--- src/rtl/traffic_light_sequencer_if.sv ---
// Mode/button inputs and lamp/status outputs of the traffic light sequencer.
// The sequencer itself uses the slave view; whoever drives sw/btn uses master.
interface traffic_light_sequencer_if;
  logic [1:0] sw;
  logic [3:0] btn;
  logic       light_r;
  logic       light_y;
  logic       light_g;
  logic       ped_walk;
  logic [3:0] remaining;
  logic [1:0] phase;

  modport master (
    output sw, btn,
    input  light_r, light_y, light_g, ped_walk, remaining, phase
  );

  modport slave (
    input  sw, btn,
    output light_r, light_y, light_g, ped_walk, remaining, phase
  );
endinterface

--- src/rtl/traffic_light_sequencer.sv ---
// Traffic light sequencer: RED/GREEN/YELLOW timing on a prescaled tick, with
// pedestrian request, manual stepping, flashing-yellow and off modes.
//
// state     | meaning
// ST_RED    | red lamp; walk lamp on if a request was pending at entry
// ST_GREEN  | green lamp; cut short to T_PED ticks by a pedestrian request
// ST_YELLOW | yellow lamp, then back to red
module traffic_light_sequencer #(
  parameter int CLK_DIV  = 50000000,
  parameter int T_RED    = 5,
  parameter int T_GREEN  = 6,
  parameter int T_YELLOW = 2,
  parameter int T_PED    = 2
) (
  input  logic                    clk,
  input  logic                    rst,
  traffic_light_sequencer_if.slave bus
);

  typedef enum logic [1:0] {
    ST_RED    = 2'd0,
    ST_GREEN  = 2'd1,
    ST_YELLOW = 2'd2
  } phase_t;

  localparam logic [1:0] MODE_AUTO   = 2'd1;
  localparam logic [1:0] MODE_MANUAL = 2'd2;
  localparam logic [1:0] MODE_FLASH  = 2'd3;

  localparam int            PW         = (CLK_DIV > 1) ? $clog2(CLK_DIV) : 1;
  localparam logic [PW-1:0] PRESC_LAST = PW'(CLK_DIV - 1);
  localparam logic [3:0]    REM_RED    = 4'(T_RED - 1);
  localparam logic [3:0]    REM_GREEN  = 4'(T_GREEN - 1);
  localparam logic [3:0]    REM_YELLOW = 4'(T_YELLOW - 1);
  localparam logic [3:0]    REM_PED    = 4'(T_PED - 1);

  phase_t        phase_q, phase_n;
  logic [3:0]    rem_q, rem_n;
  logic [PW-1:0] presc_q;
  logic          ped_req_q, ped_req_n;
  logic          walk_q, walk_n;
  logic          flash_q, flash_n;
  logic [3:0]    btn_q;
  logic [1:0]    sw_q;
  logic          lamp_r_q, lamp_y_q, lamp_g_q, ped_walk_q;
  logic          lamp_r_n, lamp_y_n, lamp_g_n, ped_walk_n;
  logic          tick;
  logic          mode_chg;
  logic [3:0]    btn_evt;
  logic          btn_unused;

  assign tick       = (presc_q == PRESC_LAST);
  assign mode_chg   = (bus.sw != sw_q);
  assign btn_evt    = bus.btn & ~btn_q;
  assign btn_unused = ^btn_evt[3:2];

  function automatic phase_t next_phase(input phase_t p);
    case (p)
      ST_RED:   return ST_GREEN;
      ST_GREEN: return ST_YELLOW;
      default:  return ST_RED;
    endcase
  endfunction

  function automatic logic [3:0] reload(input phase_t p);
    case (p)
      ST_GREEN:  return REM_GREEN;
      ST_YELLOW: return REM_YELLOW;
      default:   return REM_RED;
    endcase
  endfunction

  always_comb begin
    phase_n   = phase_q;
    rem_n     = rem_q;
    ped_req_n = ped_req_q;
    walk_n    = walk_q;
    flash_n   = flash_q;

    if (mode_chg) begin
      phase_n   = ST_RED;
      rem_n     = REM_RED;
      ped_req_n = 1'b0;
      walk_n    = 1'b0;
      flash_n   = 1'b0;
    end else if (!(phase_q inside {ST_RED, ST_GREEN, ST_YELLOW})) begin
      phase_n = ST_RED;
      rem_n   = REM_RED;
    end else begin
      case (bus.sw)
        MODE_AUTO: begin
          ped_req_n = ped_req_q | btn_evt[0];
          // A request seen this very cycle already shortens green.
          if (phase_q == ST_GREEN && ped_req_n && rem_q > REM_PED) begin
            rem_n = REM_PED;
          end else if (tick) begin
            if (rem_q != 4'd0) begin
              rem_n = rem_q - 4'd1;
            end else begin
              phase_n = next_phase(phase_q);
              rem_n   = reload(phase_n);
              if (phase_q == ST_RED) walk_n = 1'b0;
              if (phase_n == ST_RED && ped_req_n) begin
                walk_n    = 1'b1;
                ped_req_n = 1'b0;
              end
            end
          end
        end
        MODE_MANUAL: begin
          if (btn_evt[1]) begin
            phase_n = next_phase(phase_q);
            rem_n   = reload(phase_n);
          end
        end
        MODE_FLASH: begin
          if (tick) flash_n = ~flash_q;
        end
        default: ;
      endcase
    end

    // Lamps are registered from the next state so they match phase/remaining.
    lamp_r_n   = 1'b0;
    lamp_y_n   = 1'b0;
    lamp_g_n   = 1'b0;
    ped_walk_n = 1'b0;
    case (bus.sw)
      MODE_AUTO, MODE_MANUAL: begin
        lamp_r_n   = (phase_n == ST_RED);
        lamp_y_n   = (phase_n == ST_YELLOW);
        lamp_g_n   = (phase_n == ST_GREEN);
        ped_walk_n = (bus.sw == MODE_AUTO) & walk_n;
      end
      MODE_FLASH: lamp_y_n = flash_n;
      default: ;
    endcase
  end

  always_ff @(posedge clk) begin
    if (rst) begin
      phase_q    <= ST_RED;
      rem_q      <= REM_RED;
      presc_q    <= '0;
      ped_req_q  <= 1'b0;
      walk_q     <= 1'b0;
      flash_q    <= 1'b0;
      btn_q      <= '0;
      sw_q       <= bus.sw;
      lamp_r_q   <= 1'b0;
      lamp_y_q   <= 1'b0;
      lamp_g_q   <= 1'b0;
      ped_walk_q <= 1'b0;
    end else begin
      phase_q    <= phase_n;
      rem_q      <= rem_n;
      presc_q    <= tick ? '0 : presc_q + PW'(1);
      ped_req_q  <= ped_req_n;
      walk_q     <= walk_n;
      flash_q    <= flash_n;
      btn_q      <= bus.btn;
      sw_q       <= bus.sw;
      lamp_r_q   <= lamp_r_n;
      lamp_y_q   <= lamp_y_n;
      lamp_g_q   <= lamp_g_n;
      ped_walk_q <= ped_walk_n;
    end
  end

  assign bus.phase     = phase_q;
  assign bus.remaining = rem_q;
  assign bus.light_r   = lamp_r_q;
  assign bus.light_y   = lamp_y_q;
  assign bus.light_g   = lamp_g_q;
  assign bus.ped_walk  = ped_walk_q;

endmodule

--- src/flat_wrapper.sv ---
// flat-port wrapper written by rule: the top's interface ports become plain ports
module traffic_light_sequencer_flat 
#(
  parameter int CLK_DIV  = 50000000,
  parameter int T_RED    = 5,
  parameter int T_GREEN  = 6,
  parameter int T_YELLOW = 2,
  parameter int T_PED    = 2
)
  (clk, rst, bus_sw, bus_btn, bus_light_r, bus_light_y, bus_light_g, bus_ped_walk, bus_remaining, bus_phase);
  traffic_light_sequencer_if bus_i ();
  input  logic clk;
  input  logic rst;
  input wire logic [$bits(bus_i.sw)-1:0] bus_sw;
  input wire logic [$bits(bus_i.btn)-1:0] bus_btn;
  output wire logic [$bits(bus_i.light_r)-1:0] bus_light_r;
  output wire logic [$bits(bus_i.light_y)-1:0] bus_light_y;
  output wire logic [$bits(bus_i.light_g)-1:0] bus_light_g;
  output wire logic [$bits(bus_i.ped_walk)-1:0] bus_ped_walk;
  output wire logic [$bits(bus_i.remaining)-1:0] bus_remaining;
  output wire logic [$bits(bus_i.phase)-1:0] bus_phase;
  assign bus_i.sw = bus_sw;
  assign bus_i.btn = bus_btn;
  assign bus_light_r = bus_i.light_r;
  assign bus_light_y = bus_i.light_y;
  assign bus_light_g = bus_i.light_g;
  assign bus_ped_walk = bus_i.ped_walk;
  assign bus_remaining = bus_i.remaining;
  assign bus_phase = bus_i.phase;
  traffic_light_sequencer #(.CLK_DIV(CLK_DIV), .T_RED(T_RED), .T_GREEN(T_GREEN), .T_YELLOW(T_YELLOW), .T_PED(T_PED)) u_core (.clk(clk), .rst(rst), .bus(bus_i));
endmodule
--- config.mk ---
export PLATFORM = sky130hd
export DESIGN_NAME = traffic_light_sequencer_flat
export DESIGN_NICKNAME = d
export VERILOG_FILES = /design/src/rtl/traffic_light_sequencer_if.sv /design/src/rtl/traffic_light_sequencer.sv /design/src/flat_wrapper.sv
export SDC_FILE = /design/constraint.sdc
export NUM_CORES = 1
export LEC_CHECK = 0
export ABC_CLOCK_PERIOD_IN_PS = 2700
export BUFFER_PORTS_ARGS = -buffer_cell sky130_fd_sc_hd__buf_2
export CORE_ASPECT_RATIO = 0.9
export CORE_MARGIN = 2
export CORE_UTILIZATION = 59
export DETAILED_ROUTE_END_ITERATION = 8
export PLACE_DENSITY = 0.79
export SYNTH_ARGS = -nofsm -noshare
export SYNTH_HDL_FRONTEND = slang
export SYNTH_SLANG_ARGS = --single-unit
--- constraint.sdc ---
create_clock -name clk -period 2.7 [get_ports clk]
set_input_delay 0.54 -clock clk [delete_from_list [all_inputs] [get_ports clk]]
set_output_delay 0.54 -clock clk [all_outputs]
set_load 0.05 [all_outputs]
# == Word level (Yosys, flattened, before mapping) ==
# Cells that the tools add are included.
# word_totals
regBits,43
output_inout_bits,10
wordCells,95
input_bits,8
# op_classes
reduce_logical,16
order_cmp,1
muxes,42
n_eq_ne,15
n_addsub,2
n_bitwise,7
# op_table
operator,n
$mux 2,16
$add 26x1->26 const B,1
$eq 26x26->1 const B,1
$mux 1,16
$mux 4,4
$eq 2x2->1 const B,6
$pmux 3 s2,2
$eq 2x1->1 const B,5
$pmux 2 s2,2
$pmux 4 s2,1
$reduce_or 2->1,4
$logic_not 2->1,3
$gt 4x1->1 const B,1
$reduce_bool 4->1,1
$sub 4x1->4 const B,1
$logic_and 1x1->1,3
$ne 3x1->1 const B,1
$not 1->1,3
$reduce_and 3->1,1
$reduce_bool 3->1,1
$reduce_or 3->1,1
$and 2x2->2,1
$ne 2x1->1 const B,1
$ne 2x2->1,1
6 further kinds,6

# == Logic depth before layout (Yosys ltp) ==
# logic_depth
ltp_word,19
depth_mapped,8
mapped_depth_nobuf,7

# == Least setup slack after synthesis ==
# No wires, ideal clock.
# synth_timing
path_type,reg2reg
from,register u_core.phase_q[0] (netlist: u_core.bus.phase[0])
to,register u_core.rem_q[1] (netlist: u_core.bus.remaining[1])
path_stages_with_launch,7
path_buffers,1
t_arrival_ns,2.192
synth_period_minus_slack_ns,2.262
required_ns,2.630
setup_ns,0.070
path_slack_ns,0.438
path_cell_list,dfxtp_1 -> clkbuf_2 -> nor2b_1 -> o211ai_1 -> o211a_1 -> or4_1 -> a21oi_1
# synth_between
elab_chain_len,5
word_cells_on_any_way,12
classes_between,3 x eq/ne; 2 x mux; 1 x bitwise; 6 x reduce/logical
# synth_rtl
item,line_no,rtl
start: declaration,traffic_light_sequencer.sv:37,"phase_t phase_q, phase_n;"
start signal: assignment,traffic_light_sequencer.sv:155,phase_q <= phase_n;
$eq 2x1->1,"traffic_light_sequencer.sv:86, traffic_light_sequencer.sv:94",
$logic_and 1x1->1 (2 in a row),traffic_light_sequencer.sv:94,if (phase_q == ST_GREEN && ped_req_n && rem_q > REM_PED) begin
$ne 3x1->1 (no line) or $mux 4 (tied branches),-,
$reduce_and 3->1 (no line) or $pmux 4 s2 (tied branches),-,
end signal: assignment,traffic_light_sequencer.sv:156,rem_q <= rem_n;
end: declaration,traffic_light_sequencer.sv:38,"logic [3:0] rem_q, rem_n;"
# Several ways; a longest one is shown, not always the timed one.
# A chain may end at the register's enable or synchronous reset.

# == Final worst setup path ==
# layout_timing
from,register u_core.presc_q[0]
to,register u_core.rem_q[1] (netlist: u_core.bus.remaining[1])
# layout_between
elab_chain_len,3
# layout_rtl
item,line_no,rtl
start: declaration,traffic_light_sequencer.sv:39,logic [PW-1:0] presc_q;
start signal: assignment,traffic_light_sequencer.sv:157,presc_q <= tick ? '0 : presc_q + PW'(1);
$eq 26x26->1,traffic_light_sequencer.sv:52,assign tick = (presc_q == PRESC_LAST);
$ne 3x1->1 (no line),-,
$reduce_and 3->1 (no line),-,
# Every way passes these cells.

==> summary.md <==
| Metric | Value |
|---|---|
| Wire per inst | `14.2 microns` |
| Final Max Tran Viols | `0` |
| Chip height | `61.9 microns` |
| Setup TNS | `0 ps` |
| Largest net degree at the start of global routing | `26` |
| Yosys top cell by area | `dfxtp_1` |
| Die X | `68.4 microns` |
| Boundary pin count | `18` |
| Vias in the first global route | `1,536` |
| Global routing usage on met3 | `5.95%` |
| Most common cell in the synthesized netlist | `dfxtp_1` |
| VDD IR-drop max | `0.345 mV` |
| Number of port buffers | `15` |
| Clock latency on the worst-skew pair | `290 ps` |
| Reg2reg path depth | `6` |
| CTS tree | `done` |
| Startpoint types | `flop` |
| DRT iter0 DRCs | `177` |
| Yosys cell types | `52` |
| Outcome | `finished clean` |
| Total clock buffers created by CTS | `5` |
| Slew margin rel. | `66.2%` |
| Reg2Reg Launch Point | `u_core.presc_q[0]$_SDFF_PP0_` |
| Clk root buf | `clkbuf_8` |
| Util after Layout | `65.6%` |
| Total global-route track usage | `22.6%` |
| Buf/Inv on CP | `0` |
| Drt drc | `0` |
| Leakage power | `0.000881 uW` |
| Worst EP arrival | `2480 ps` |
| Fin Hold WS | `412 ps` |
| WS Path Type | `flop to flop` |
| CP required | `2930 ps` |
| Post-synth EDFFs | `0` |
| Cell family with most CP delay | `simple AND/OR/NAND/NOR gates` |
| Share of post-route cells with drive strength above 1 | `12.9%` |
| Worst Tran Pin Value | `502 ps` |
| Synth Instances | `255` |
| First-pass GRT wire length | `7160 microns` |
| Post-Syn Nets | `268` |
| Async set or reset register ratio after synthesis | `0%` |
| Routability cong. | `0.903` |
| Power, Total | `1170 uW` |
| Overflow after GRT | `0` |
| Syn Std Cell Area | `2200 sq um` |
| Hold Fails Final Rpt | `0` |
| GR Layer Usage met1 | `33.7%` |
| Number of warnings issued by yosys | `0` |
| Max Buffers Root-to-Sink | `2` |
| Grt met2 use | `32.6%` |
| CTS H-Tree Depth | `2` |
| Hold Startpoint | `bus_sw[0]` |
| WHS Endpoint | `u_core.sw_q[0]$_DFF_P_` |
| Routed vias/inst | `6.02` |
| Final wirelength | `4520 microns` |
| Main flop type after synthesis | `dfxtp_1` |
| Post-DP HPWL | `3140 microns` |
| Global routing's busiest layer | `met1` |
| Antenna cell count | `0` |
| Final ANT Viol Nets | `0` |
| # resized after CTS | `0` |
| Total Nets Final | `284` |
| Initial antenna violation count | `0` |
| Power density over cell area | `486 nW/um^2` |
| Critical path's slowest cell | `or4_1` |
| Flop2flop setup slack | `450 ps` |
| Unrepaired setup endpoints after global routing | `false` |
| Pre-Repair DR Iteration Count | `4` |
| Post-route clock skew | `5.19 ps` |
| Synthesis-to-finish area growth | `8.93%` |
| Initial Util | `60.3%` |
| Yosys reg bits | `43` |
| Crit-path cells | `ha_1 -> nand4_1 -> or3_1 -> o211a_1 -> or4_1 -> a21oi_1` |
| Peak fanout along the critical path | `6` |
| Avg Inst Size Synth | `8.63 sq um` |
| Sequential fraction of the synthesis area | `39.1%` |
| Min Clock Period, post-route | `2250 ps` |
| Final setup viols | `0` |
| Worst min path class | `input port to flop` |
| CP max stage delay | `530 ps` |
| Final period util | `83.5%` |
| Top-area cell type share of the netlist area | `39.1%` |
| Hold Path Cell Cnt | `1` |
| TritonCTS Sinks | `43` |
| RR Endpoint | `u_core.bus.remaining[1]$_SDFFE_PP0P_` |
| Row cnt | `21` |
| Synth top cells by count | `43 x dfxtp_1, 39 x nor2_1, 17 x nand2_1, 17 x xnor2_1, 13 x nand3_1` |
| Dominant cells by area after synthesis | `dfxtp_1 39%, xnor2_1 6.8%, nor2_1 6.7%` |
| Total number of vias | `1,914` |
| Clock transition at the registers of the reported paths | `80 ps` |
| CORE AREA | `3650 sq um` |
| Setup crit end kind | `flop` |
| Setup Fix Bufs, Post-CTS | `0` |
| # Max-Cap Violations | `0` |
| DIE AREA | `4240 sq um` |
| Achievable Freq | `444 MHz` |
| Hold Buf Count CTS | `0` |
-- cell usage in the layout (no fill, tap or decap), types with 2 or more instances in the layout --
cell and instances:
nor3_1 8, o31ai_1 2, nor2b_1 4, inv_1 7
a31oi_1 2, nand3_1 13, or4_4 2, and2_1 2
nor3b_1 2, nand4_1 8, o21ai_0 9, buf_4 2
nor4b_1 6, or2_2 2, dfxtp_1 43, clkbuf_8 5
o311ai_0 2, xor2_1 11, buf_2 15, nor4_1 5
xnor2_1 17, a21oi_1 6, o21a_1 2, or4_1 2
ha_1 5, and3_1 4, nor2_1 39, o211ai_1 2
and4_1 5, nand2_1 17
-- area by class of cell --
cell class | count | area (sq um)
sequential | 43 | 861
fill | 332 | 1250
inverter | 7 | 26.3
tap | 46 | 57.6
multi-input combinational | 197 | 1280
clock buffer | 6 | 72.6
timing repair buffer | 17 | 90.1
clock inverter | 2 | 12.5
-- flip-flops by register name, summed over array words and instances, names as in the netlist, 2 cells and up --
name	flops
u_core.presc_q	26
u_core.sw_q	2
u_core.btn_q	2
u_core.bus.phase	2
u_core.bus.remaining	4
-- power breakdown --
| group | total (uW) | internal, uW | switching (uW) |
|---|---|---|---|
| clock network | 394 | 181 | 213 |
| registers | 655 | 646 | 9.94 |
| logic | 116 | 39.1 | 77.0 |
| total | 1170 | 865 | 300 |
-- metal layers --
| metal | up-vias | wire length, microns |
|---|---|---|
| met5 | - | 0 |
| met4 | 0 | 8 |
| met3 | 2 | 264 |
| met2 | 54 | 1950 |
| met1 | 907 | 2300 |
| li1 | 951 | - |
-- through the flow --
stage / instances / setup WS (ps) / area [sq um]
2_1_floorplan: 255 / 438 / 2200
3_3_place_gp: 310 / 484 / 2310
3_5_place_dp: 310 / 482 / 2310
4_1_cts: 318 / 443 / 2400
5_1_grt: 318 / 289 / 2400
6_report: 318 / 446 / 2400
-- cells by family (layout without fill, tap and decap cells) --
kind of cell / after synthesis / in the layout / share of synthesized area [%]
AOI/OAI and AO/OA: 34 / 34 / 10.9
DFF: 43 / 43 / 39.1
buffers and inverters: 15 / 32 / 2.84
xor gates and xnor gates: 28 / 28 / 11.1
and+or+nand+nor: 129 / 129 / 32.7
adders and majority gates: 5 / 5 / 2.84
muxes: 1 / 1 / 0.455
-- how the worst max path moves through the flow --
stage	from	slack [ps]	cells after the start	to
after floorplan	u_core.bus.phase[0]$_SDFF_PP0_	440	6	u_core.bus.remaining[1]$_SDFFE_PP0P_
after global placement	u_core.presc_q[0]$_SDFF_PP0_	480	6	u_core.bus.remaining[1]$_SDFFE_PP0P_
after detailed placement	u_core.presc_q[0]$_SDFF_PP0_	480	6	u_core.bus.remaining[1]$_SDFFE_PP0P_
after CTS	u_core.presc_q[0]$_SDFF_PP0_	440	6	u_core.bus.remaining[1]$_SDFFE_PP0P_
after global routing	u_core.presc_q[0]$_SDFF_PP0_	290	6	u_core.bus.remaining[1]$_SDFFE_PP0P_
final	u_core.presc_q[0]$_SDFF_PP0_	450	6	u_core.bus.remaining[1]$_SDFFE_PP0P_
Power figures use the tool's default switching activity.
